$ cat config.mk
export PLATFORM = sky130hd
export DESIGN_NAME = aes_word_stream_if_flat
export DESIGN_NICKNAME = d
export VERILOG_FILES = /design/src/rtl/aes_word_stream_if_if.sv /design/src/rtl/aes_word_stream_if.sv /design/src/flat_wrapper.sv
export SDC_FILE = /design/constraint.sdc
export NUM_CORES = 1
export LEC_CHECK = 0
export CAP_MARGIN = 0
export CELL_PAD_IN_SITES_DETAIL_PLACEMENT = 0
export CELL_PAD_IN_SITES_GLOBAL_PLACEMENT = 1
export CORE_MARGIN = 8
export CORE_UTILIZATION = 40
export DETAILED_ROUTE_END_ITERATION = 7
export PLACE_DENSITY_LB_ADDON = 0.1
export REMOVE_ABC_BUFFERS = 1
export SETUP_SLACK_MARGIN = 0.05
export SLEW_MARGIN = 5
export SYNTH_ARGS = -nofsm -noshare
export SYNTH_HDL_FRONTEND = slang
export SYNTH_SLANG_ARGS = --single-unit
$ cat constraint.sdc
create_clock -name clk -period 36.2 [get_ports clk]
set_clock_uncertainty 0.05 [all_clocks]
set_input_delay 5.43 -clock clk [delete_from_list [all_inputs] [get_ports clk]]
set_output_delay 5.43 -clock clk [all_outputs]
set_load 0.01 [all_outputs]
$ cat src/rtl/aes_word_stream_if_if.sv
// Word-stream bus between the glue logic and the AES word front end:
// the key-write port, the plaintext input stream and the ciphertext output stream.
interface aes_word_stream_if_if;
   logic        key_wr;
   logic [31:0] key_wdata;
   logic        in_valid;
   logic        in_ready;
   logic [31:0] in_data;
   logic        out_valid;
   logic        out_ready;
   logic [31:0] out_data;

   modport master (
      output key_wr, key_wdata, in_valid, in_data, out_ready,
      input  in_ready, out_valid, out_data
   );

   modport slave (
      input  key_wr, key_wdata, in_valid, in_data, out_ready,
      output in_ready, out_valid, out_data
   );
endinterface

$ cat src/rtl/aes_word_stream_if.sv
// Gathers four 32-bit plaintext words and a four-word key for a 128-bit AES-ECB
// core, starts it, and serialises the captured ciphertext back out as four words.
module aes_word_stream_if #(
   parameter int TIMEOUT = 64
) (
   input  logic                 clk,
   input  logic                 rst,
   aes_word_stream_if_if.slave  bus,
   output logic                 aes_start,
   input  logic                 aes_ready,
   input  logic                 aes_valid,
   output logic [127:0]         aes_plaintext,
   output logic [127:0]         aes_key,
   input  logic [127:0]         aes_ciphertext,
   output logic                 busy,
   output logic                 err,
   input  logic                 err_clr
);

   typedef enum logic [1:0] {S_FILL, S_START, S_WAIT, S_DRAIN} state_t;

   state_t       state;
   logic [1:0]   wcnt;
   logic [1:0]   rcnt;
   logic [1:0]   key_idx;
   logic [7:0]   tcnt;
   logic [127:0] ct;

   // Handshake outputs depend on state alone; only aes_start looks at aes_ready.
   assign bus.in_ready  = (state == S_FILL);
   assign bus.out_valid = (state == S_DRAIN);
   assign busy          = (state == S_START) || (state == S_WAIT);
   assign aes_start     = (state == S_START) && aes_ready;

   // Word slot n lives at bits [127-32n -: 32]; {~n, 5'd0} is that slot's LSB.
   assign bus.out_data  = ct[{~rcnt, 5'd0} +: 32];

   always_ff @(posedge clk or posedge rst) begin
      if (rst) begin
         state         <= S_FILL;
         wcnt          <= '0;
         rcnt          <= '0;
         key_idx       <= '0;
         tcnt          <= '0;
         ct            <= '0;
         aes_plaintext <= '0;
         aes_key       <= '0;
         err           <= 1'b0;
      end else begin
         // A timeout in the same cycle overrides this clear further down.
         if (err_clr)
            err <= 1'b0;

         // The key is frozen while the core owns it.
         if (bus.key_wr && (state == S_FILL || state == S_DRAIN)) begin
            aes_key[{~key_idx, 5'd0} +: 32] <= bus.key_wdata;
            key_idx                         <= key_idx + 2'd1;
         end

         case (state)
            S_FILL: begin
               if (bus.in_valid) begin
                  aes_plaintext[{~wcnt, 5'd0} +: 32] <= bus.in_data;
                  if (wcnt == 2'd3) begin
                     wcnt  <= '0;
                     state <= S_START;
                  end else begin
                     wcnt <= wcnt + 2'd1;
                  end
               end
            end
            S_START: begin
               if (aes_ready)
                  state <= S_WAIT;
            end
            S_WAIT: begin
               if (aes_valid) begin
                  ct    <= aes_ciphertext;
                  tcnt  <= '0;
                  state <= S_DRAIN;
               end else if (tcnt == 8'(TIMEOUT - 1)) begin
                  err   <= 1'b1;
                  tcnt  <= '0;
                  state <= S_FILL;
               end else begin
                  tcnt <= tcnt + 8'd1;
               end
            end
            S_DRAIN: begin
               if (bus.out_ready) begin
                  if (rcnt == 2'd3) begin
                     rcnt  <= '0;
                     state <= S_FILL;
                  end else begin
                     rcnt <= rcnt + 2'd1;
                  end
               end
            end
            default: state <= S_FILL;
         endcase
      end
   end

endmodule

$ cat src/flat_wrapper.sv
// flat-port wrapper written by rule: the top's interface ports become plain ports
module aes_word_stream_if_flat 
#(
   parameter int TIMEOUT = 64
)
  (clk, rst, aes_start, aes_ready, aes_valid, aes_plaintext, aes_key, aes_ciphertext, busy, err, err_clr, bus_key_wr, bus_key_wdata, bus_in_valid, bus_in_data, bus_out_ready, bus_in_ready, bus_out_valid, bus_out_data);
  aes_word_stream_if_if bus_i ();
  input  logic clk;
  input  logic rst;
  output logic aes_start;
  input  logic aes_ready;
  input  logic aes_valid;
  output logic [127:0] aes_plaintext;
  output logic [127:0] aes_key;
  input  logic [127:0] aes_ciphertext;
  output logic busy;
  output logic err;
  input  logic err_clr;
  input wire logic [$bits(bus_i.key_wr)-1:0] bus_key_wr;
  input wire logic [$bits(bus_i.key_wdata)-1:0] bus_key_wdata;
  input wire logic [$bits(bus_i.in_valid)-1:0] bus_in_valid;
  input wire logic [$bits(bus_i.in_data)-1:0] bus_in_data;
  input wire logic [$bits(bus_i.out_ready)-1:0] bus_out_ready;
  output wire logic [$bits(bus_i.in_ready)-1:0] bus_in_ready;
  output wire logic [$bits(bus_i.out_valid)-1:0] bus_out_valid;
  output wire logic [$bits(bus_i.out_data)-1:0] bus_out_data;
  assign bus_i.key_wr = bus_key_wr;
  assign bus_i.key_wdata = bus_key_wdata;
  assign bus_i.in_valid = bus_in_valid;
  assign bus_i.in_data = bus_in_data;
  assign bus_i.out_ready = bus_out_ready;
  assign bus_in_ready = bus_i.in_ready;
  assign bus_out_valid = bus_i.out_valid;
  assign bus_out_data = bus_i.out_data;
  aes_word_stream_if #(.TIMEOUT(TIMEOUT)) u_core (.clk(clk), .rst(rst), .bus(bus_i), .aes_start(aes_start), .aes_ready(aes_ready), .aes_valid(aes_valid), .aes_plaintext(aes_plaintext), .aes_key(aes_key), .aes_ciphertext(aes_ciphertext), .busy(busy), .err(err), .err_clr(err_clr));
endmodule
Yosys cells after proc, flatten, opt, wreduce, memory -nomap -nowiden. Cells that the tools add are included.

Add/subtract/negate cells: 6. Eq/ne operators: 12. Shifts and indexed selects: 5. Multiplexer cells: 18. Bitwise operators: 3. Reductions and logical operators: 9.

Operators with widths (count): 128-bit bitwise mux (2); 32-bit by 9-bit variable shift with 128-bit output (first input constant) (2); 32-bit by 9-bit indexed part select with 128-bit output (2); 128-bit by 8-bit indexed part select with 32-bit output (1); 2-bit two-way mux (9); 7-bit negation with 9-bit output (2); 8-bit two-way mux (2); 8-bit by 1-bit adder with 8-bit output (second input constant) (1); 2-bit equality test (second input constant) (4); 8-bit by 6-bit equality test with 1-bit output (second input constant) (1); 2-bit case mux with 4 select lines (1); 2-bit by 1-bit adder with 2-bit output (second input constant) (3); 2-bit != test (second input constant) (3); 2-bit NOT (3); 2-bit AND reduction (3); 6-bit AND reduction (1); 1-bit two-way mux (4); 2-bit by 1-bit != test with 1-bit output (second input constant) (2); 3-bit != test (second input constant) (1); 2-bit by 1-bit equality test with 1-bit output (second input constant) (1); 1-bit logical AND (2); 2-bit zero test (1); 1-bit logical OR (2).

Register bits after elaboration: 401. Output and inout port bits: 293.

Depth between registers and ports, before layout.
Depth in word-level cells: 4. Depth in mapped cells: 8. Mapped depth without buffers: 6.

Least setup slack after synthesis. No wires, ideal clock.

Path kind: in2out. From: input aes_ready. To: output aes_start. Arrival time: 5.576 ns. Data required time: 30.720 ns. Path slack: 25.144 ns. Stages: 1. Buffers on the path: 0. Path through: and2_1.

Cells in the longest elaborated chain, start to end: 1.

RTL lines: start, declared (line flat_wrapper.sv:11) `input logic aes_ready;`; 1-bit logical AND (line aes_word_stream_if.sv:33) `assign aes_start = (state == S_START) && aes_ready;`; end, declared (line flat_wrapper.sv:10) `output logic aes_start;`.

No other way between the ends.

Worst setup path after layout. Same ends and word-level chain as after synthesis.

==> flow_summary_export.csv <==
group,metric,value,unit
hold_path,hp-start,"u_core.aes_key[96]",
floorplan,die_h,213.2,µm
synthesis,synthSimpleGateAreaFrac,2.035,%
synthesis,synth_common_cells,"dfrtp_1 (401), a22o_1 (258), mux2_2 (130), buf_2 (38), mux4_2 (32)",
sta,rsz0062_at_grt,"false",
route,post_drt_wl_per_cell,25.42,µm
clock_network,clk-insertion-delay-late,0.55,ns
critical_path,critPathLaunch,"aes_ready",
clock_network,clk_pin_slew,0.06,ns
pwr,p_leak,9.775,nW
global_routing,grt_pass1_vias,11760,
job,cap_violations,0,
route,firstDrtPassIters,4,
hold_path,hp-class,"reg2reg",
floorplan,die_area,45460,µm²
global_routing,grt.total_usage,22.32,%
finish,area_growth,44.04,%
floorplan,start_util,40.35,%
outcome,outcome,"finished, final reports clean",
synthesis,syn_area,15560,µm²
synthesis,synth_top_family_by_area,"compound AO/OA/AOI/OAI gates",
sta,tightest_slew,1.010,ns
floorplan,design.core.area,38560,µm²
clock_network,clock-root-buffer,"clkbuf_16",
critical_path,cp_max_fo,2,
sta,hold_violations,0,
synthesis,synth_enable_flop_cells,0,
clock_network,cts.sinks,401,
finish,multi_input_area,5192,µm²
floorplan,core.rowCount,72,
synthesis,synth-seq-cells,401,
route,drc,0,
synthesis,synth_top_flop_cell,"dfrtp_1",
sta,slew-limit-headroom,32.70,%
synthesis,synth_most_common_cell,"dfrtp_1",
synthesis,yosys.area_share.adder,1.287,%
place,numPortBuffers,492,
global_routing,grt_max_degree,137,
clock_network,cts_tree,"built",
floorplan,die_w,213.2,µm
synthesis,synthMuxAreaShare,14.17,%
finish,drive_above_1_share,17.36,%
critical_path,critical-path-max-stage-delay,0.54,ns
synthesis,synth.distinct_cells,36,
route,vias,10890,
critical_path,r2r-start,"u_core.state[0]",
route,via_per_inst,5.354,
pwr,cellPowerDensity,88.17,nW/µm²
finish,nets,1693,
clock_network,cts_made_buffers,43,
synthesis,synth_area_leader_cell,"dfrtp_1",
critical_path,start_kind,"input port",
synthesis,syn_area_per_cell,15.71,µm²
place,hpwl,35100,µm
critical_path,crit_required,30.72,ns
global_routing,antenna_found_initial,6,
global_routing,overflow,0,
critical_path,cp.arrival,6.60,ns
synthesis,ys_seq_area_share,64.50,%
critical_path,critPathKind,"in2out",
clock_network,cts_max_level,2,
sta,period_share,33.37,%
sta,period_needed,12.08,ns
clock_network,cts_resized,0,
synthesis,synth_area_leaders,"dfrtp_1 (65%), a22o_1 (15%), mux2_2 (9.4%)",
critical_path,crit_path_frequent_cell,"clkdlybuf4s50_1",
route,drtAntennaViolNets,0,
sta,hold_ws,0.4512,ns
synthesis,synth_top_area_share,64.50,%
critical_path,cp_cell_sequence,"clkdlybuf4s50_1 > and2_1 > clkdlybuf4s50_1",
sta,drv_slew,0,
route,wl,51700,µm
global_routing,grt_pass1_wl,76940,µm
place,place_congestion,0.7911,
clock_network,cts_buffer_depth,3,
synthesis,synth_cells,990,
synthesis,synth-compound-area-share,15.53,%
finish,filler_cell_count,3220,
clock_network,cts_setup_buffers,0,
sta,finalSetupViolCount,0,
floorplan,boundaryPins,493,
sta,fmax,0.08278,GHz
pwr,peakVddDrop,0.04439,mV
synthesis,yosys_warnings,0,
clock_network,ctsHoldBuffers,0,
critical_path,slowest_stage,"clkdlybuf4s50_1",
synthesis,async_reset_ff_share,100.0,%
critical_path,crit_path_end_kind,"output pin",
critical_path,reg2reg_slack,33.11,ns
sta,fin_setup_tns,0,ns
route,drtIter0Drc,649,
finish,register_area,10040,µm²
synthesis,synthXorXnorAreaFrac,0.1126,%
## final cells by class
| class | count | area share [%] |
|---|---|---|
| well taps | 518 | 2.892 |
| multi-input cells | 507 | 23.17 |
| inverters | 10 | 0.2010 |
| flip-flops and latches | 401 | 44.79 |
| clock buffers | 63 | 5.544 |
| repair buffers | 514 | 22.71 |
| diodes | 7 | 0.07817 |
| clock inverters | 14 | 0.6142 |
## critical path, delay by kind of cell
| kind | cells | cell delay (ns) |
|---|---|---|
| buffers and inverters | 2 | 1.03 |
| AND/OR/NAND/NOR | 1 | 0.14 |
## state kept, by name (all words and copies together), names as in the netlist
name,count
u_core.aes_key,128
u_core.aes_plaintext,128
u_core.ct,128
u_core.err,1
u_core.key_idx,2
u_core.rcnt,2
u_core.state,2
u_core.tcnt,8
u_core.wcnt,2
## where the power goes
group	internal [mW]	switching (mW)	total (mW)	leakage (nW)
clock	0.253	0.179	0.431	0.682
combinational	0.472	0.333	0.804	3.87
sequential	0.630	0.110	0.740	5.22
total	1.35	0.622	1.98	9.77
## cell usage in the layout, fill, tap and decap left out, types with 3 or more instances in the layout
cell             instances
dfrtp_1                400
diode_2                  7
clkdlybuf4s50_1        492
nand2_1                 15
clkinv_2                 9
nor4b_4                  3
nor2b_1                  3
a31oi_1                  3
buf_4                   22
mux4_2                  32
clkbuf_16               44
ha_1                    16
clkbuf_8                 7
a21oi_1                  4
mux2_2                 130
nor3_4                   3
a22o_1                 258
inv_1                    9
clkbuf_1                12
nand3_1                  8
nor3_1                   4
o21a_1                   3
## metal layers
| layer | GRT usage [%] | routed length [µm] | vias to the layer above |
|---|---|---|---|
| met5 | 0 | 0 | - |
| met4 | 8.556 | 1814 | 0 |
| met3 | 8.087 | 5221 | 86 |
| met2 | 34.63 | 24220 | 430 |
| met1 | 28.39 | 20440 | 5615 |
| li1 | - | - | 4760 |
## path summary, 6_finish.rpt
path / endpoint / cells past startpoint
min reg2reg: u_core.aes_key[96] / 1
max reg2reg: u_core.aes_key[105] / 7
max: aes_start / 3
min in group asynchronous: u_core.ct[66] / 2
min: u_core.aes_key[96] / 1
max in group asynchronous: u_core.aes_plaintext[125] / 4
## cells by family after synthesis
| logic type | count (synthesis) |
|---|---|
| flops | 401 |
| compound gates | 279 |
| mux | 164 |
| buf+inv | 82 |
| simple gates | 46 |
| fa+ha+maj | 16 |
| xor+xnor | 2 |
## stage by stage
stage | cells | utilization [%] | setup WS, ns | total power, mW | instance area (µm²)
after detailed placement | 1950 | 54.49 | 24.12 | 1.560 | 21010
after floorplan | 918 | - | 19.57 | 1.122 | 15230
after global placement | 1950 | 54.49 | 24.15 | 1.548 | 21010
final | 2034 | 58.12 | 24.12 | 1.976 | 22410
after global routing | 2033 | 58.11 | 24.10 | 2.084 | 22410
after CTS | 2027 | 58.07 | 24.12 | 2.004 | 22390
No activity file was read; power rests on OpenSTA's default activity.
